## src/rtl/melody_sequencer_if.sv

```systemverilog
`default_nettype none
// ============================================================================
// Module      : melody_sequencer_if
// Description : Control and output bundle of the melody sequencer.
//               master : button-side driver of play/stop pulses, receives
//                        the playback outputs.
//               slave  : the sequencer itself.
//   play_pulse  1  one-cycle pulse, toggles play/pause
//   stop_pulse  1  one-cycle pulse, return to idle
//   note_div   22  divider value of the sounding note, 0 = silent
//   state       1  1 while playing
//   beat_idx    4  index of the current melody ROM entry
//   song_done   1  one-cycle pulse when the last beat completes
// Revision    : 1.0 - initial release
// ============================================================================
interface melody_sequencer_if;
    logic        play_pulse;
    logic        stop_pulse;
    logic [21:0] note_div;
    logic        state;
    logic [3:0]  beat_idx;
    logic        song_done;

    modport master (
        output play_pulse,
        output stop_pulse,
        input  note_div,
        input  state,
        input  beat_idx,
        input  song_done
    );

    modport slave (
        input  play_pulse,
        input  stop_pulse,
        output note_div,
        output state,
        output beat_idx,
        output song_done
    );
endinterface
`default_nettype wire

```

## src/rtl/melody_sequencer.sv

```systemverilog
`default_nettype none
// ============================================================================
// Module      : melody_sequencer
// Description : Steps through a fixed 16-note melody ROM, one note per beat,
//               and presents the registered clock-divider value of the
//               current note. The last GAP_CYCLES of every beat are silent.
//               Play/pause/stop from one-cycle button pulses.
// Ports       : clk    - system clock
//               rst_n  - asynchronous active-low reset
//               bus    - melody_sequencer_if.slave (pulses in, note_div,
//                        state, beat_idx, song_done out; all registered)
// Config      : MELODY_LOOP_EN - defined: loop the song forever;
//               undefined: return to idle after the last beat.
// Revision    : 1.0 - initial release
// ============================================================================
module melody_sequencer #(
    parameter int unsigned BEAT_CYCLES = 25_000_000,
    parameter int unsigned GAP_CYCLES  = 1_000_000
) (
    input  wire logic             clk,
    input  wire logic             rst_n,
    melody_sequencer_if.slave     bus
);

    localparam int unsigned CW          = (BEAT_CYCLES > 1) ? $clog2(BEAT_CYCLES) : 1;
    localparam logic [CW-1:0] c_CNT_LAST = CW'(BEAT_CYCLES - 1);
    // Compared at 32 bits: with GAP_CYCLES == 0 this equals BEAT_CYCLES,
    // which may not fit in the counter width.
    localparam int unsigned c_SOUND_END = BEAT_CYCLES - GAP_CYCLES;
    localparam logic [3:0]  c_LAST_BEAT = 4'd15;

`ifdef MELODY_LOOP_EN
    localparam logic c_LOOP = 1'b1;
`else
    localparam logic c_LOOP = 1'b0;
`endif

    typedef enum logic [1:0] {
        S_IDLE  = 2'd0,
        S_PLAY  = 2'd1,
        S_PAUSE = 2'd2
    } state_t;

    state_t        r_state, w_state_nxt;
    logic [CW-1:0] r_cnt, w_cnt_nxt;
    logic [3:0]    r_idx, w_idx_nxt;
    logic          w_song_end;
    logic          w_sounding;
    logic [21:0]   r_note_div;
    logic          r_playing;
    logic          r_song_done;

    function automatic logic [3:0] rom_code(input logic [3:0] idx);
        case (idx)
            4'd0:  return 4'd1;
            4'd1:  return 4'd2;
            4'd2:  return 4'd3;
            4'd3:  return 4'd4;
            4'd4:  return 4'd5;
            4'd5:  return 4'd6;
            4'd6:  return 4'd7;
            4'd7:  return 4'd9;
            4'd8:  return 4'd9;
            4'd9:  return 4'd7;
            4'd10: return 4'd6;
            4'd11: return 4'd5;
            4'd12: return 4'd4;
            4'd13: return 4'd3;
            4'd14: return 4'd2;
            default: return 4'd1;
        endcase
    endfunction

    function automatic logic [21:0] code_div(input logic [3:0] code);
        case (code)
            4'd1:  return 22'd191570;
            4'd2:  return 22'd170648;
            4'd3:  return 22'd151515;
            4'd4:  return 22'd143266;
            4'd5:  return 22'd127551;
            4'd6:  return 22'd113636;
            4'd7:  return 22'd101215;
            4'd9:  return 22'd95420;
            4'd10: return 22'd85034;
            4'd11: return 22'd75758;
            4'd12: return 22'd71633;
            4'd13: return 22'd63776;
            4'd14: return 22'd56818;
            4'd15: return 22'd50607;
            default: return 22'd0;     // codes 0 and 8 are rests
        endcase
    endfunction

    // Next-state, counter and beat index; stop overrides play.
    always_comb begin
        w_state_nxt = r_state;
        w_cnt_nxt   = r_cnt;
        w_idx_nxt   = r_idx;
        w_song_end  = 1'b0;
        if (bus.stop_pulse) begin
            w_state_nxt = S_IDLE;
            w_cnt_nxt   = '0;
            w_idx_nxt   = 4'd0;
        end else begin
            case (r_state)
                S_IDLE: begin
                    if (bus.play_pulse) begin
                        w_state_nxt = S_PLAY;
                        w_cnt_nxt   = '0;
                        w_idx_nxt   = 4'd0;
                    end
                end
                S_PLAY: begin
                    if (bus.play_pulse) begin
                        w_state_nxt = S_PAUSE;        // counter/index frozen
                    end else if (r_cnt == c_CNT_LAST) begin
                        w_cnt_nxt = '0;
                        w_idx_nxt = r_idx + 4'd1;     // 15 wraps to 0
                        if (r_idx == c_LAST_BEAT) begin
                            w_song_end = 1'b1;
                            if (!c_LOOP) begin
                                w_state_nxt = S_IDLE;
                            end
                        end
                    end else begin
                        w_cnt_nxt = r_cnt + CW'(1);
                    end
                end
                S_PAUSE: begin
                    if (bus.play_pulse) begin
                        w_state_nxt = S_PLAY;
                    end
                end
                default: begin
                    w_state_nxt = S_IDLE;
                    w_cnt_nxt   = '0;
                    w_idx_nxt   = 4'd0;
                end
            endcase
        end
    end

    // Outputs are derived from the next values so they change together with
    // the state they describe, one edge after the input is sampled.
    assign w_sounding = (w_state_nxt == S_PLAY) && (32'(w_cnt_nxt) < c_SOUND_END);

    always_ff @(posedge clk or negedge rst_n) begin
        if (!rst_n) begin
            r_state     <= S_IDLE;
            r_cnt       <= '0;
            r_idx       <= 4'd0;
            r_note_div  <= 22'd0;
            r_playing   <= 1'b0;
            r_song_done <= 1'b0;
        end else begin
            r_state     <= w_state_nxt;
            r_cnt       <= w_cnt_nxt;
            r_idx       <= w_idx_nxt;
            r_note_div  <= w_sounding ? code_div(rom_code(w_idx_nxt)) : 22'd0;
            r_playing   <= (w_state_nxt == S_PLAY);
            r_song_done <= w_song_end;
        end
    end

    assign bus.note_div  = r_note_div;
    assign bus.state     = r_playing;
    assign bus.beat_idx  = r_idx;
    assign bus.song_done = r_song_done;

endmodule
`default_nettype wire

```

## src/flat_wrapper.sv

```systemverilog
// flat-port wrapper written by rule: the top's interface ports become plain ports
module melody_sequencer_flat 
#(
    parameter int unsigned BEAT_CYCLES = 25_000_000,
    parameter int unsigned GAP_CYCLES  = 1_000_000
)
  (clk, rst_n, bus_play_pulse, bus_stop_pulse, bus_note_div, bus_state, bus_beat_idx, bus_song_done);
  melody_sequencer_if bus_i ();
  input  wire logic clk;
  input  wire logic rst_n;
  input wire logic [$bits(bus_i.play_pulse)-1:0] bus_play_pulse;
  input wire logic [$bits(bus_i.stop_pulse)-1:0] bus_stop_pulse;
  output wire logic [$bits(bus_i.note_div)-1:0] bus_note_div;
  output wire logic [$bits(bus_i.state)-1:0] bus_state;
  output wire logic [$bits(bus_i.beat_idx)-1:0] bus_beat_idx;
  output wire logic [$bits(bus_i.song_done)-1:0] bus_song_done;
  assign bus_i.play_pulse = bus_play_pulse;
  assign bus_i.stop_pulse = bus_stop_pulse;
  assign bus_note_div = bus_i.note_div;
  assign bus_state = bus_i.state;
  assign bus_beat_idx = bus_i.beat_idx;
  assign bus_song_done = bus_i.song_done;
  melody_sequencer #(.BEAT_CYCLES(BEAT_CYCLES), .GAP_CYCLES(GAP_CYCLES)) u_core (.clk(clk), .rst_n(rst_n), .bus(bus_i));
endmodule
```

## config.mk

```make
export PLATFORM = sky130hd
export DESIGN_NAME = melody_sequencer_flat
export DESIGN_NICKNAME = d
export VERILOG_FILES = /design/src/rtl/melody_sequencer_if.sv /design/src/rtl/melody_sequencer.sv /design/src/flat_wrapper.sv
export SDC_FILE = /design/constraint.sdc
export NUM_CORES = 1
export LEC_CHECK = 0
export BUFFER_PORTS_ARGS = -buffer_cell sky130_fd_sc_hd__buf_4
export CORE_MARGIN = 2
export CORE_UTILIZATION = 40
export DETAILED_ROUTE_END_ITERATION = 10
export GPL_ROUTABILITY_DRIVEN = 0
export GPL_TIMING_DRIVEN = 0
export PLACE_DENSITY_LB_ADDON = 0.1
export SLEW_MARGIN = 20
export SYNTH_ARGS = -nofsm -noshare
export SYNTH_HDL_FRONTEND = slang
export SYNTH_SLANG_ARGS = --single-unit
```

## constraint.sdc

```tcl
create_clock -name clk -period 7.6 [get_ports clk]
set_input_delay 0.38 -clock clk [delete_from_list [all_inputs] [get_ports clk]]
set_output_delay 0.38 -clock clk [all_outputs]
set_load 0.01 [all_outputs]
```

# Word-level counts from Yosys, hierarchy flattened
# Memories as Yosys holds them, arrays and structs flattened.
# Cells that the tools add are included.
# Widths: inputs -> output; s select.
dict set report word_totals {
  regBits 55
  rom_bits 352
  inputBits 4
  output_inout_bits 28
  elab_cells 41
  mem_count 2
}
dict set report op_classes {
  n_addsub 2
  magnitude_cmp 1
  eq_ne 5
  mux 22
  reduce_logical 3
}
# memory words word_bits rd rd_ports_with_merged_regs write_ports line
set mem_list {}
lappend mem_list {{(name not given)} 16 18 1 0 0 melody_sequencer.sv:75} ;# case (code)
lappend mem_list {{(name not given)} 16 4 1 0 0 melody_sequencer.sv:54} ;# case (idx)
# cell count
set ops {}
lappend ops {{$mux 25} 4}
lappend ops {{$pmux 25 s3} 1}
lappend ops {{$add 25x1->25 const B} 1}
lappend ops {{$eq 25x25->1 const B} 1}
lappend ops {{$lt 25x25->1 const B} 1}
lappend ops {{$mux 22} 1}
lappend ops {{$mux 4} 4}
lappend ops {{$pmux 4 s3} 1}
lappend ops {{$mux 2} 5}
lappend ops {{$mux 1} 5}
lappend ops {{$add 4x1->4 const B} 1}
lappend ops {{$eq 2x1->1 const B} 2}
lappend ops {{$eq 4x4->1 const B} 1}
lappend ops {{$pmux 2 s2} 1}
lappend ops {{$eq 2x2->1 const B} 1}
lappend ops {{$logic_not 2->1} 1}
lappend ops {{$reduce_or 2->1} 1}
lappend ops {{$logic_and 1x1->1} 1}

# Longest topological paths before layout
dict set report depth {
  ltp_word 9
  ltp_mapped 23
  depth_no_buf 20
}

# Worst setup path after synthesis
# Ideal clock, no wire load.
dict set report synth_timing {
  kind {flip-flop to flip-flop}
  from {register u_core.r_cnt[0]}
  to {register u_core.r_note_div[4] (netlist: u_core.bus.note_div[4])}
  setup_ns 0.125
  t_arrival_ns 3.838
  slack_ns 3.637
  path_stages_with_launch 20
  period_less_slack_ns 3.963
  path_cell_list {dfrtp_1 > ha_1 > and3_1 > nand3_1 > or4_1 > nor2_1 > a31o_2 > nand2_1 > ha_1 > nor3_1 > a21oi_1 > a31oi_1 > a311oi_1 > o22ai_1 > buf_2 > inv_1 > ha_1 > o21bai_1 > a21oi_1 > a2111oi_0}
}
dict set report synth_between {
  elab_chain_cells 8
}
# item line
set synth_lines {}
lappend synth_lines {{from (decl)} melody_sequencer.sv:45} ;# logic [CW-1:0] r_cnt, w_cnt_nxt;
lappend synth_lines {{from (signal assigned)} melody_sequencer.sv:157} ;# r_cnt <= w_cnt_nxt;
lappend synth_lines {{$add 25x1->25 or $eq 25x25->1 (tied branches)} {melody_sequencer.sv:126, melody_sequencer.sv:116}}
lappend synth_lines {{$mux 25 (tied with other cells)} melody_sequencer.sv:116} ;# end else if (r_cnt == c_CNT_LAST) begin
lappend synth_lines {{$mux 25 (tied with other cells)} melody_sequencer.sv:114} ;# if (bus.play_pulse) begin
lappend synth_lines {{$pmux 25 s3 (tied with other cells)} melody_sequencer.sv:105} ;# case (r_state)
lappend synth_lines {{$mux 25 (tied with other cells)} melody_sequencer.sv:100} ;# if (bus.stop_pulse) begin
lappend synth_lines {{$lt 25x25->1 (tied with other cells)} melody_sequencer.sv:145} ;# assign w_sounding = (w_state_nxt == S_PLAY) && (32'(w_cnt_nxt) < c_SOUND_END);
lappend synth_lines {{$logic_and 1x1->1 or $mem_v2 16x18 (tied branches)} --}
lappend synth_lines {{$mux 22 (*)} melody_sequencer.sv:159} ;# r_note_div <= w_sounding ? code_div(rom_code(w_idx_nxt)) : 22'd0;
lappend synth_lines {{to (signal assigned)} melody_sequencer.sv:159}
lappend synth_lines {{to (decl)} melody_sequencer.sv:49} ;# logic [21:0] r_note_div;
# Every way passes the cells marked *; elsewhere a longest branch is shown, timed or not.

# Final worst setup path
# Ends and elaborated chain as after synthesis.

==> summary.txt <==
Setup path
  – Worst EP required: 7790 ps
  – CP Data Arrival Time: 4990 ps
  – Crit end category: flop
  – Setup crit start kind: flop
  – Crit path kind: reg2reg
  – Maximum fanout along the worst path: 13

Yosys
  – Post-synth ARST share: 100.0%
  – Synth unique cells: 74
  – Instance count of the mapped netlist: 414
  – Post-synth top cells: dfrtp_1, nand2_1, nor2_1, o21ai_0, a21oi_1
  – Leading area contributor after synthesis: dfrtp_1
  – Synth Register Bits: 51
  – Post-synth EDFFs: 0
  – Top_reg_cell synth: dfrtp_1
  – Cell with the most instances after synthesis: dfrtp_1
  – Share of the synthesized area in the top cell type: 35.31%
  – Average size of a mapped cell: 8.731 µm²
  – Synthesized area: 0.003615 mm²
  – Ranking of synthesized cells by area: dfrtp_1, ha_1, nand2_1
  – Syn. warnings: 0
  – Register area share after synthesis: 35.31%

Finish
  – Layout cells sized above 1: 17.07%
  – Area added between synthesis and finish: 13.12%
  – Nets: 469
  – # diodes: 0
  – Fillers: 880

Power and ir drop
  – VDD IR max: 0.06948 mV
  – Leakage: 1.811 nW
  – Cell Pwr Density: 139.2 mW/mm²
  – Total power: 0.5690 mW

Detailed routing
  – Antenna Nets Post-Route: 0
  – DR iter-0 viols: 198
  – DRC viols: 0
  – Routed wire length: 9542 µm
  – Vias per cell: 5.894
  – Via count: 3295
  – Wire length per cell: 17.07 µm
  – First drt pass iteration count: 5

Global route
  – Global-route wire length before repair: 15780 µm
  – Largest net degree at the start of global routing: 52
  – Initial antenna violation count: 0
  – Total track usage: 19.84%
  – GRT overflow: 0
  – Vias in the first global route: 3034

Timing
  – Worst slew margin: 35.33%
  – Fmax: 208.4 MHz
  – Final hold vios: 0
  – Setup slack after layout: 2801 ps
  – Worst slew pin tran: 961.2 ps
  – Clk_skew: 7.007 ps
  – Final setup viols: 0
  – RSZ-0062 raised after global routing: no
  – Max Slew Vio Count: 0
  – Period utilization: 63.14%
  – Sum Neg Setup Slack: 0 ps
  – Minimum clock period: 4799 ps
  – Hold_ws: 80.17 ps

Clocking
  – Post-CTS Resized: 0
  – Clock Sinks: 51
  – Setup Buffers After CTS: 0
  – Clk_lat worst skew: 310 ps
  – Root Driver: clkbuf_8
  – H-tree depth: 2
  – CTS tree: done
  – Max Root-Sink Buffers: 2
  – Clk slew on worst S/H paths: 100 ps
  – Cts hold-fix bufs: 0
  – CTS Buf Count: 5

Placement
  – HPWL after DPL: 6867 µm
  – IO buf count: 26
  – Pre-CTS setup slack: 2807 ps

Floorplanning
  – Total core area: 0.008763 mm²
  – Std-Cell Rows: 34
  – Die area: 0.009813 mm²
  – Die Y: 99.06 µm
  – Initial Utilization: 41.25%
  – Die X: 99.06 µm
  – I/O pins: 32

Run
  – Number of max-cap violations: 0

Min path
  – Worst Hold Class: in2async

Outcome
  – Status: completed
sequential cells by signal, indices dropped and copies added, names as in the netlist:
signal                count
u_core.bus.song_done      1
u_core.r_cnt             25
u_core.bus.note_div      18
u_core.r_state            2
u_core.bus.state          1
u_core.bus.beat_idx       4
metrics by stage:
stage	area (µm²)	cells	util [%]
after floorplan	3626	417	-
after global placement	3956	551	45.15
after detailed placement	3956	551	45.15
after CTS	4089	559	46.66
after global routing	4089	559	46.66
final	4089	559	46.66
kinds of logic after synthesis:
| kind of cell | after synthesis | synth area share [%] |
|---|---|---|
| buffers and inverters | 42 | 6.473 |
| and+or+nand+nor | 179 | 26.58 |
| muxes | 8 | 2.561 |
| adders and majority gates | 15 | 5.192 |
| DFF | 51 | 35.31 |
| AOI/OAI and AO/OA | 116 | 23.30 |
| other | 1 | 0.1037 |
| xor gates and xnor gates | 2 | 0.4847 |
final timing paths:
path	start	to	slack, ps	cells after the start
min	rst_n	u_core.r_cnt[1]$_DFFE_PN0P_	80	1
max in group asynchronous	rst_n	u_core.r_cnt[21]$_DFF_PN0_	7060	1
min in group clk	bus_play_pulse	u_core.r_state[1]$_DFF_PN0_	380	3
max reg2reg	u_core.r_cnt[0]$_DFFE_PN0P_	u_core.bus.note_div[4]$_DFF_PN0_	2800	19
max	u_core.r_cnt[0]$_DFFE_PN0P_	u_core.bus.note_div[4]$_DFF_PN0_	2800	19
min reg2reg	u_core.r_cnt[1]$_DFFE_PN0P_	u_core.r_cnt[1]$_DFFE_PN0P_	540	2
critical path, cell delays in order, from the launching register on:
cell and delay [ps]:
dfrtp_1 410, ha_1 250, and3_1 260, nand3_1 190, or4_1 580, nor2_1 220, a31o_2 180, nand2_1 110
ha_1 310, nor3_1 180, a21oi_1 60, a31oi_1 180, a311oi_1 110, o22ai_1 230, buf_2 310, inv_1 140
ha_1 300, o21bai_1 240, a21oi_1 50, a2111oi_0 370
per-layer routing:
layer / GRT usage [%] / vias up / wire [µm]
met2: 29.99 / 113 / 4315
met4: 4.320 / 0 / 103
met5: 0 / - / 0
li1: - / 1591 / -
met3: 3.333 / 12 / 564
met1: 29.79 / 1579 / 4559
cell type report:
cell class,count,area (µm²),area share (%)
Inverter,13,48.80,1.193
Clock inverter,2,60.06,1.469
Multi-Input combinational cell,324,2116,51.74
Sequential cell,51,1276,31.21
Clock buffer,6,72.57,1.775
Buffer,29,185.2,4.529
Timing Repair Buffer,26,195.2,4.774
Tap cell,108,135.1,3.305
where the power goes:
group          switching, mW  total [mW]  leakage (nW)  internal (mW)
combinational         0.0379      0.0582          1.04         0.0203
sequential           0.00229       0.278         0.702          0.276
clock                  0.101       0.233        0.0654          0.132
total                  0.141       0.569          1.81          0.428
cell usage in the layout, fill, tap and decap left out, types with 3 or more instances in the layout:
master	netlist	routed
and3_1	7	7
o31ai_1	3	3
nor2_1	40	40
o21ai_0	24	24
o22ai_1	4	4
nand2b_1	5	5
dfrtp_1	51	51
and3_2	3	3
a311oi_1	5	5
o211ai_1	6	6
a31oi_1	9	9
nor2b_1	3	3
mux2i_1	7	7
nor3_1	12	12
nor4b_1	5	5
a21oi_1	23	23
and2_1	10	10
nand3_1	12	12
buf_4	11	37
clkbuf_1	8	9
buf_2	6	6
or3_1	3	3
nand4_1	8	8
inv_1	12	12
ha_1	15	15
conb_1	1	4
o311a_1	3	3
clkbuf_8	0	5
nand2_1	47	47
and4_1	4	4
o211a_1	4	4
o21a_1	5	5
nor4_1	6	6
No activity file was read; power rests on OpenSTA's default activity.
